**src/rtl/otter_mem_pkg.sv**
```systemverilog
// Shared types and helpers for the OTTER memory stage: access sizes, LSU states
// and the store lane encoding used on the data bus.
package otter_mem_pkg;

  localparam int unsigned XLEN = 32;
  localparam logic [1:0]  RESULT_MEM = 2'b01;

  typedef enum logic [1:0] {
    MEM_BYTE = 2'b00,
    MEM_HALF = 2'b01,
    MEM_WORD = 2'b10
  } mem_size_e;

  typedef enum logic [1:0] {
    IDLE = 2'b00,
    WAIT = 2'b01,
    DONE = 2'b10
  } lsu_state_e;

  typedef struct packed {
    logic [3:0]      be;
    logic [XLEN-1:0] wdata;
  } store_lanes_t;

  // Size encoding 2'b11 behaves as a word everywhere.
  function automatic logic misaligned(input logic [1:0] size, input logic [1:0] off);
    case (size)
      MEM_BYTE: return 1'b0;
      MEM_HALF: return off[0];
      default:  return off != 2'b00;
    endcase
  endfunction

  function automatic store_lanes_t store_lanes(input logic [1:0] size, input logic [1:0] off,
                                               input logic [XLEN-1:0] data);
    store_lanes_t s;
    case (size)
      MEM_BYTE: begin
        s.be    = 4'b0001 << off;
        s.wdata = {4{data[7:0]}};
      end
      MEM_HALF: begin
        s.be    = off[1] ? 4'b1100 : 4'b0011;
        s.wdata = {2{data[15:0]}};
      end
      default: begin
        s.be    = 4'b1111;
        s.wdata = data;
      end
    endcase
    return s;
  endfunction

endpackage

```
**src/rtl/mem_access_unit_if.sv**
```systemverilog
// Request/acknowledge data bus between the memory stage and the data memory.
interface mem_access_unit_if;
  import otter_mem_pkg::*;

  logic            req;
  logic            we;
  logic [XLEN-1:0] addr;
  logic [XLEN-1:0] wdata;
  logic [3:0]      be;
  logic            ack;
  logic [XLEN-1:0] rdata;

  modport master (output req, we, addr, wdata, be, input ack, rdata);
  modport slave  (input req, we, addr, wdata, be, output ack, rdata);
endinterface

```
**src/rtl/mem_load_align.sv**
```systemverilog
// Combinational lane select and sign/zero extension of a read word.
module mem_load_align
  import otter_mem_pkg::*;
(
  input  logic [XLEN-1:0] rdata,
  input  logic [1:0]      off,
  input  logic [1:0]      size,
  input  logic            sign,
  output logic [XLEN-1:0] data_c
);

  logic [7:0]  byte_c;
  logic [15:0] half_c;

  always_comb begin
    byte_c = rdata[{off, 3'b000} +: 8];
    half_c = off[1] ? rdata[31:16] : rdata[15:0];
    case (size)
      MEM_BYTE: data_c = {{24{sign & byte_c[7]}}, byte_c};
      MEM_HALF: data_c = {{16{sign & half_c[15]}}, half_c};
      default:  data_c = rdata;
    endcase
  end

endmodule

```
**src/rtl/mem_access_unit.sv**
```systemverilog
// Memory-stage load/store unit: one bus transaction per access, stalling the
// pipeline until it completes, with misalignment and timeout reporting.
module mem_access_unit
  import otter_mem_pkg::*;
#(
  parameter int unsigned TIMEOUT = 64
) (
  input  logic                CLK,
  input  logic                RST_N,
  input  logic [1:0]          ResultSrcM,
  input  logic                MemWriteM,
  input  logic [XLEN-1:0]     ALUResultM,
  input  logic [XLEN-1:0]     WriteDataM,
  input  logic [1:0]          MemSizeM,
  input  logic                MemSignM,
  mem_access_unit_if.master   dbus,
  output logic                StallM,
  output logic [XLEN-1:0]     ReadDataM,
  output logic                MisalignM,
  output logic                BusErrM
);

  localparam int unsigned      CNT_W    = (TIMEOUT > 1) ? $clog2(TIMEOUT) : 1;
  localparam logic [CNT_W-1:0] CNT_LAST = CNT_W'(TIMEOUT - 1);

  lsu_state_e      state_q, state_d;
  logic [CNT_W-1:0] cnt_q, cnt_d;
  logic            req_q, req_d, we_q, we_d;
  logic [XLEN-1:0] addr_q, addr_d, wdata_q, wdata_d, rd_q, rd_d;
  logic [3:0]      be_q, be_d;
  logic [1:0]      off_q, off_d, size_q, size_d;
  logic            sign_q, sign_d, mis_q, mis_d, err_q, err_d;
  logic            stall_c, access_c, mis_c;
  store_lanes_t    lanes_c;
  logic [XLEN-1:0] load_c;

  assign access_c = MemWriteM | (ResultSrcM == RESULT_MEM);
  assign mis_c    = misaligned(MemSizeM, ALUResultM[1:0]);
  assign lanes_c  = store_lanes(MemSizeM, ALUResultM[1:0], WriteDataM);

  // Alignment uses the offset/size captured at request time, not the live inputs.
  mem_load_align u_align (
    .rdata  (dbus.rdata),
    .off    (off_q),
    .size   (size_q),
    .sign   (sign_q),
    .data_c (load_c)
  );

  always_ff @(posedge CLK or negedge RST_N) begin
    if (!RST_N) begin
      state_q <= IDLE;
      cnt_q   <= '0;
      req_q   <= 1'b0;
      we_q    <= 1'b0;
      addr_q  <= '0;
      wdata_q <= '0;
      be_q    <= '0;
      off_q   <= '0;
      size_q  <= '0;
      sign_q  <= 1'b0;
      rd_q    <= '0;
      mis_q   <= 1'b0;
      err_q   <= 1'b0;
    end else begin
      state_q <= state_d;
      cnt_q   <= cnt_d;
      req_q   <= req_d;
      we_q    <= we_d;
      addr_q  <= addr_d;
      wdata_q <= wdata_d;
      be_q    <= be_d;
      off_q   <= off_d;
      size_q  <= size_d;
      sign_q  <= sign_d;
      rd_q    <= rd_d;
      mis_q   <= mis_d;
      err_q   <= err_d;
    end
  end

  always_comb begin
    state_d = state_q;
    cnt_d   = cnt_q;
    req_d   = req_q;
    we_d    = we_q;
    addr_d  = addr_q;
    wdata_d = wdata_q;
    be_d    = be_q;
    off_d   = off_q;
    size_d  = size_q;
    sign_d  = sign_q;
    rd_d    = rd_q;
    mis_d   = 1'b0;
    err_d   = 1'b0;
    stall_c = 1'b0;
    case (state_q)
      IDLE: begin
        if (access_c) begin
          stall_c = 1'b1;
          if (mis_c) begin
            mis_d   = 1'b1;
            state_d = DONE;
          end else begin
            req_d   = 1'b1;
            we_d    = MemWriteM;
            addr_d  = {ALUResultM[XLEN-1:2], 2'b00};
            be_d    = lanes_c.be;
            wdata_d = lanes_c.wdata;
            off_d   = ALUResultM[1:0];
            size_d  = MemSizeM;
            sign_d  = MemSignM;
            cnt_d   = '0;
            state_d = WAIT;
          end
        end
      end
      WAIT: begin
        stall_c = 1'b1;
        // An ack in the expiry cycle still completes the access normally.
        if (dbus.ack) begin
          req_d   = 1'b0;
          we_d    = 1'b0;
          if (!we_q) rd_d = load_c;
          cnt_d   = '0;
          state_d = DONE;
        end else if (cnt_q == CNT_LAST) begin
          req_d   = 1'b0;
          we_d    = 1'b0;
          if (!we_q) rd_d = '0;
          err_d   = 1'b1;
          cnt_d   = '0;
          state_d = DONE;
        end else begin
          cnt_d = cnt_q + CNT_W'(1);
        end
      end
      DONE:    state_d = IDLE;
      default: state_d = IDLE;
    endcase
  end

  assign dbus.req   = req_q;
  assign dbus.we    = we_q;
  assign dbus.addr  = addr_q;
  assign dbus.wdata = wdata_q;
  assign dbus.be    = be_q;
  // Reset forces the stall low even while the inputs still show an access.
  assign StallM     = stall_c & RST_N;
  assign ReadDataM  = rd_q;
  assign MisalignM  = mis_q;
  assign BusErrM    = err_q;

endmodule

```
**src/flat_wrapper.sv**
```systemverilog
// flat-port wrapper written by rule: the top's interface ports become plain ports
module mem_access_unit_flat import otter_mem_pkg::*;
#(
  parameter int unsigned TIMEOUT = 64
)
  (CLK, RST_N, ResultSrcM, MemWriteM, ALUResultM, WriteDataM, MemSizeM, MemSignM, StallM, ReadDataM, MisalignM, BusErrM, dbus_req, dbus_we, dbus_addr, dbus_wdata, dbus_be, dbus_ack, dbus_rdata);
  mem_access_unit_if dbus_i ();
  input  logic CLK;
  input  logic RST_N;
  input  logic [1:0] ResultSrcM;
  input  logic MemWriteM;
  input  logic [XLEN-1:0] ALUResultM;
  input  logic [XLEN-1:0] WriteDataM;
  input  logic [1:0] MemSizeM;
  input  logic MemSignM;
  output logic StallM;
  output logic [XLEN-1:0] ReadDataM;
  output logic MisalignM;
  output logic BusErrM;
  output wire logic [$bits(dbus_i.req)-1:0] dbus_req;
  output wire logic [$bits(dbus_i.we)-1:0] dbus_we;
  output wire logic [$bits(dbus_i.addr)-1:0] dbus_addr;
  output wire logic [$bits(dbus_i.wdata)-1:0] dbus_wdata;
  output wire logic [$bits(dbus_i.be)-1:0] dbus_be;
  input wire logic [$bits(dbus_i.ack)-1:0] dbus_ack;
  input wire logic [$bits(dbus_i.rdata)-1:0] dbus_rdata;
  assign dbus_req = dbus_i.req;
  assign dbus_we = dbus_i.we;
  assign dbus_addr = dbus_i.addr;
  assign dbus_wdata = dbus_i.wdata;
  assign dbus_be = dbus_i.be;
  assign dbus_i.ack = dbus_ack;
  assign dbus_i.rdata = dbus_rdata;
  mem_access_unit #(.TIMEOUT(TIMEOUT)) u_core (.CLK(CLK), .RST_N(RST_N), .ResultSrcM(ResultSrcM), .MemWriteM(MemWriteM), .ALUResultM(ALUResultM), .WriteDataM(WriteDataM), .MemSizeM(MemSizeM), .MemSignM(MemSignM), .dbus(dbus_i), .StallM(StallM), .ReadDataM(ReadDataM), .MisalignM(MisalignM), .BusErrM(BusErrM));
endmodule
```
**config.mk**
```make
export PLATFORM = sky130hd
export DESIGN_NAME = mem_access_unit_flat
export DESIGN_NICKNAME = d
export VERILOG_FILES = /design/src/rtl/otter_mem_pkg.sv /design/src/rtl/mem_access_unit_if.sv /design/src/rtl/mem_load_align.sv /design/src/rtl/mem_access_unit.sv /design/src/flat_wrapper.sv
export SDC_FILE = /design/constraint.sdc
export NUM_CORES = 1
export LEC_CHECK = 0
export ABC_AREA = 1
export BUFFER_PORTS_ARGS = -buffer_cell sky130_fd_sc_hd__buf_4
export CORE_MARGIN = 1.5
export CORE_UTILIZATION = 25
export CTS_BUF_LIST = sky130_fd_sc_hd__clkbuf_4 sky130_fd_sc_hd__clkbuf_8
export DETAILED_ROUTE_END_ITERATION = 6
export SETUP_SLACK_MARGIN = 0.02
export SLEW_MARGIN = 15
export SYNTH_ARGS = -nofsm -noshare
export SYNTH_HDL_FRONTEND = slang
export SYNTH_HIERARCHICAL = 1
export SYNTH_SLANG_ARGS = --single-unit
```
**constraint.sdc**
```tcl
create_clock -name CLK -period 2.9 [get_ports CLK]
set_input_delay 0.435 -clock CLK [delete_from_list [all_inputs] [get_ports CLK]]
set_output_delay 0.435 -clock CLK [all_outputs]
set_load 0.02 [all_outputs]
```
==> impl_metrics.toml, run 1 <==
[setup_path]
cp_data_required_time_ps = 3270
crit_path_start_kind = "flop"
r2r_setup_slack_ps = 1100
rr_worst_depth = 6
r2r_start = "u_core/state_q[0]"
path_class = "reg -> reg"
crit_family = "simple AND/OR/NAND/NOR gates"
end_kind = "flop"
worst-path-stages = 6
path_max_fanout = 33
crit_arrival_ps = 2170
critPathMaxStageDelay_ps = 410
reg2reg_to = "u_core/dbus.addr[26]"
crit_slowest_cell = "buf_4"
cpMostUsedCell = "nand2_1"
critPathLaunch = "u_core/state_q[0]"
critical_path_buf_inv_count = 1
crit_path_end = "u_core/dbus.addr[26]"
path_cells = "nor2_2 > nand2_1 > nor2_4 > buf_4 > nand2_1 > nand2_1"

[global_routing]
overflow = 0
use_met1_pct = 20.7
first_global_vias = 5536
grt_pass1_wl_um = 30100
grtUsageMet2_pct = 24.8
grt_usage_pct = 15.9
grt_busiest_layer = "met2"
use_met3_pct = 5.61
grt_max_degree = 116
antenna_found_initial = 0

[clock_network]
cts.sinks = 115
cts_hold_buf = 0
postCtsSetupBuffers = 0
post_cts_resized = 0
numCtsBuffers = 17
cts_tree = "yes"
root_buffer = "clkbuf_8"
cts.clk_slew.worst_paths_ps = 80
insertion_delay_ps = 440
cts_buffer_depth = 2
htree_levels = 4

[timing]
rsz0062_at_grt = "false"
finalSetupViolCount = 0
fin_crit_ps = 1800
whs_ps = 127
finalSetupTns_ps = 0
fin_skew_ps = 15.3
slew_viol_final = 0
fmax_ghz = 0.554
period_share_pct = 62.2
worst_pin_slew_ps = 647
max-slew-margin-rel_pct = 56.9
final_hold_viol_count = 0

[power]
max-vdd-ir-drop_uv = 437
cellLeakagePower_nw = 4.27
power.density_nw_per_um2 = 1020
power_w = 0.00821

[logic_synthesis]
synth_top_flop_cell = "dfrtp_1"
syn_inst = 734
synth_top_area_share_pct = 49.3
synthMostInstantiatedCell = "nand2_1"
synth_seq_cells = 115
synthTopCellsByArea = "dfrtp_1, nand2_1, nand3_2"
syn_area_um2 = 5840
ys_seq_area_share_pct = 49.3
synth-async-reset-ratio_pct = 100
ys_warn_count = 6
yosysTopAreaCell = "dfrtp_1"
avgSynthCellArea_um2 = 7.96
synth_edf_count = 0
synth_commonest_cells = "nand2_1, dfrtp_1, inv_1"
synthDistinctLibCells = 35

[final_layout]
final_nets = 1032
syn_to_final_growth_pct = 37.5
drive_gt1_share_pct = 31.8
utilization_pct = 35.3
antenna_cells = 0
final_area_um2 = 8030

[detailed_routing]
vias = 5664
drtIter0Drc = 360
dr.pass1.iters = 5
wl_um = 18800
drc_errors = 0
vias_per_cell = 4.52
antenna_left = 0
wl_per_cell_um = 15.0

[place]
gp_congestion = 0.909
dpl_cell_area_um2 = 7640
port_buffers = 207
dp_hpwl_um = 13400

[floorplan]
die-area_um2 = 24300
io_pins = 210
core_area_um2 = 22800
fp.dieW_um = 156
initial_core_util_pct = 25.6
rows = 55
die_y_um = 156

[min_path]
hp-class = "in -> async"

[job]
max-cap-violations = 0

[outcome]
status = "finished clean"
## worst register-to-register path, stage by stage, from the launching register on
cell	delay [ps]
dfrtp_1	400
nor2_2	240
nand2_1	150
nor2_4	360
buf_4	420
nand2_1	100
nand2_1	80
## state kept, by name, indices dropped and copies added, names as in the netlist
signal and count:
u_core/sign_q 1, u_core/dbus.be 4, u_core/BusErrM 1, u_core/ReadDataM 32, u_core/dbus.req 1, u_core/dbus.we 1
u_core/size_q 2, u_core/cnt_q 6, u_core/dbus.addr 30, u_core/dbus.wdata 32, u_core/state_q 2, u_core/off_q 2
u_core/MisalignM 1
## cell type report
type	instances	area (um2)
flip-flops and latches	115	2880
well taps	313	392
clock buffers	18	241
inverters	53	206
repair buffers	217	1650
clock inverters	14	153
fillers	2432	14700
multi-input cells	522	2510
## per-stage QoR
step | instances | setup WS (ps)
5_1_grt | 1252 | 869
3_3_place_gp | 1220 | 912
2_1_floorplan | 735 | 1490
6_report | 1252 | 1100
4_1_cts | 1252 | 1050
3_5_place_dp | 1220 | 831
## metal layers
layer / routed length (um) / share of wire [%] / vias to the layer above
met5: 0 / 0 / -
met4: 168 / 0.89 / 0
met3: 1800 / 9.6 / 14
met2: 8720 / 46 / 253
met1: 8110 / 43 / 2653
li1: - / - / 2744
## worst min path at each step
| stage | startpoint | to | slack (ps) | cells past startpoint |
|---|---|---|---|---|
| 3_3_place_gp | u_core/dbus.addr[27] | u_core/dbus.addr[27] | 460 | 2 |
| 5_1_grt | RST_N | u_core/ReadDataM[30] | 150 | 2 |
| 2_1_floorplan | RST_N | u_core/BusErrM | 140 | 0 |
| 3_5_place_dp | u_core/dbus.addr[23] | u_core/dbus.addr[23] | 470 | 2 |
| 6_report | RST_N | u_core/ReadDataM[30] | 130 | 2 |
| 4_1_cts | RST_N | u_core/ReadDataM[30] | 140 | 2 |
## power breakdown
part / internal, W / total (W) / switching [W]
Sequential: 0.00227 / 0.00275 / 0.000475
Clock: 0.000784 / 0.00152 / 0.000733
Combinational: 0.00153 / 0.00394 / 0.00241
## cell families after synthesis
family                   Yosys count  synth area share [%]
AO/OA/AOI/OAI                    100                  8.91
XOR/XNOR                           1                 0.150
adder cells (fa/ha/maj)            1                 0.214
buffers and inverters             98                  7.86
flip-flops                       115                  49.3
other                              1                0.0642
AND/OR/NAND/NOR                  418                  33.5
## layout by cell type, fill, tap and decap left out, drive strengths merged
cell	n
a21oi	20
a22oi	1
a31oi	2
and2	3
buf	217
bufinv	2
clkbuf	18
clkinv	8
clkinvlp	1
conb	2
dfrtp	115
ha	1
inv	56
nand2	300
nand3	49
nand4	35
nor2	25
nor3	1
o211ai	3
o21ai	74
or2	5
xor2	1
Power figures use the tool's default switching activity.
==> run 2, diff against run 1 <==
- clock period: 2.9 -> 1.85 ns (I/O delays scaled with it)
==> run 2 against run 1 <==
Cell area increased by 4.5%. Maximum frequency increased by 9.4%. Sequential share of layout area decreased by 1.6 points. Count of clock-buffer cells in the layout is 1 lower. Register-to-register slack worse by 890 ps. Largest power group unchanged. Global-route usage is 0.51 points higher. Clock power rose by 71%. Total power increased by 61%. Routed wire length grew 3.8%. Critical endpoint is now u_core/ReadDataM[12]. Critical path type unchanged. Flip-flop and latch count unchanged. Sequential power rose by 56%. Die area unchanged.
==> impl_metrics.toml, run 2 (synthesized netlist as in run 1, its figures left out) <==
[outcome]
status = "finished clean"

[final_layout]
utilization_pct = 36.9
final_nets = 1067
syn_to_final_growth_pct = 43.8
layout_common_cells = "nand2_1, buf_4, dfrtp_1"
final_common_cell = "nand2_1"
multiInputGateArea_um2 = 2510
drive_gt1_share_pct = 31.6
finalNonFillerCells = 1287
fill_cells = 2389
seq_area_um2 = 2880
antenna_cells = 0

[power]
switchingPower_w = 0.00589
p_clk_share_pct = 19.6
switching_share_pct = 44.5
intPower_w = 0.00735
cellLeakagePower_nw = 4.43
power_w = 0.0132
seq_power_share_pct = 32.4
max-vdd-ir-drop_uv = 781
comb_power_share_pct = 48.0
power.density_nw_per_um2 = 1580

[setup_path]
cp_data_required_time_ps = 2210
reg2reg_to = "u_core/ReadDataM[12]"
crit_family = "simple AND/OR/NAND/NOR gates"
crit_arrival_ps = 2010
crit_slowest_cell = "dfrtp_1"
r2r_setup_slack_ps = 200
path_cells = "buf_4 > nand2_1 > and2_0 > or2_2 > nand3_2 > nand4_1 > o21ai_0"
path_class = "reg -> reg"
crit_path_start_kind = "flop"
path_max_fanout = 14
critical_path_buf_inv_count = 1
r2r_start = "u_core/off_q[1]"
end_kind = "flop"
critPathMaxStageDelay_ps = 500
rr_worst_depth = 7

[min_path]
hp-class = "in -> reg"
min-delay-start = "ALUResultM[7]"
min_path_cells = 3
holdPathEnd = "u_core/dbus.addr[7]"

[timing]
period_share_pct = 89.2
worst_pin_slew_ps = 646
finalSetupViolCount = 0
fin_skew_ps = 9.26
max-slew-margin-rel_pct = 57.0
fmax_ghz = 0.606
setup_ws_ps = 200
rsz0062_at_grt = "false"
fin_crit_ps = 1650
final_hold_viol_count = 0
slew_viol_final = 0
finalSetupTns_ps = 0

[detailed_routing]
drc_errors = 0
drtIter0Drc = 249
antenna_left = 0
wl_um = 19500
wl_per_cell_um = 15.2
vias_per_cell = 4.45
dr.pass1.iters = 5
vias = 5733

[clock_network]
htree_levels = 4
insertion_delay_ps = 450
cts.clk_slew.worst_paths_ps = 90
cts_tree = "yes"
postCtsSetupBuffers = 0
numCtsBuffers = 17
cts.sinks = 115
cts_buffer_depth = 2
root_buffer = "clkbuf_8"

[place]
port_buffers = 207
dp_hpwl_um = 13800
gp_congestion = 0.931
place_worst_setup_slack_ps = 210
dp.cells = 1229

[floorplan]
die-area_um2 = 24300
initial_core_util_pct = 25.6
die_y_um = 156
core_area_um2 = 22800
io_pins = 210
fp.dieW_um = 156
rows = 55

[job]
max-cap-violations = 0

[global_routing]
grt_pass1_wl_um = 30900
grt_max_degree = 116
first_global_vias = 5647
overflow = 0
antenna_found_initial = 0
grt_usage_pct = 16.4
-- run 2: cell types whose count changed in the layout (fill, tap and decap cells not counted) --
cell	before	now
clkbuf_4	1	0
inv_8	0	5
dlygate4sd3_1	0	26
buf_4	215	223
clkinv_2	3	0
inv_6	5	7
buf_12	2	3
clkinv_4	4	1
-- run 2: metrics by stage --
stage / hold slack, ps / cell area, um2
floorplan: -18.1 / 5840
global placement: 464 / 7720
detailed placement: 466 / 7720
CTS: 2.70 / 8400
global route: 7.95 / 8400
finish: 39.2 / 8400
-- run 2: area by class of cell --
type	count	share of cell area, %
flip-flops and latches	115	34.3
multi-input cells	522	29.9
repair buffers	252	23.8
well taps	313	4.66
clock buffers	17	2.79
inverters	53	2.46
clock inverters	15	2.21
-- run 2: worst max-delay path by stage --
stage / start / to / slack, ps / cells after the start
floorplan: u_core/cnt_q[0] / u_core/ReadDataM[31] / 440 / 7
global placement: u_core/cnt_q[0] / u_core/dbus.req / 240 / 8
detailed placement: u_core/off_q[1] / u_core/ReadDataM[13] / 210 / 7
CTS: u_core/cnt_q[0] / u_core/ReadDataM[28] / 190 / 7
global route: u_core/cnt_q[0] / u_core/dbus.we / 20 / 8
finish: u_core/off_q[1] / u_core/ReadDataM[12] / 200 / 7
-- run 2: tightest hold or removal path: cells and delay by family --
family,cells,cell delay [ps]
simple gates,2,100
buf+inv,1,70
-- run 2: metal layers --
| layer | vias to the layer above | track usage (%) | wire length (um) |
|---|---|---|---|
| met1 | 2676 | 21.3 | 8700 |
| met4 | 0 | 4.35 | 153 |
| met2 | 227 | 25.9 | 8960 |
| li1 | 2820 | - | - |
| met3 | 10 | 5.61 | 1700 |
| met5 | - | 0 | 0 |
-- run 2: timing repair --
item | 4_1_cts | 5_1_grt
resized for setup | 0 | 0
endpoints found under the hold margin | 87 | 0
hold buffers | 26 | 0
-- run 2: power groups by stage --
| stage | clock (W) | sequential, W | combinational [W] |
|---|---|---|---|
| 2_1_floorplan | 0 | 0.00535 | 0.00266 |
| 3_3_place_gp | 0 | 0.00433 | 0.00634 |
| 3_5_place_dp | 0 | 0.00431 | 0.00640 |
| 4_1_cts | 0.00269 | 0.00430 | 0.00644 |
| 5_1_grt | 0.00282 | 0.00444 | 0.00699 |
| 6_report | 0.00260 | 0.00429 | 0.00636 |
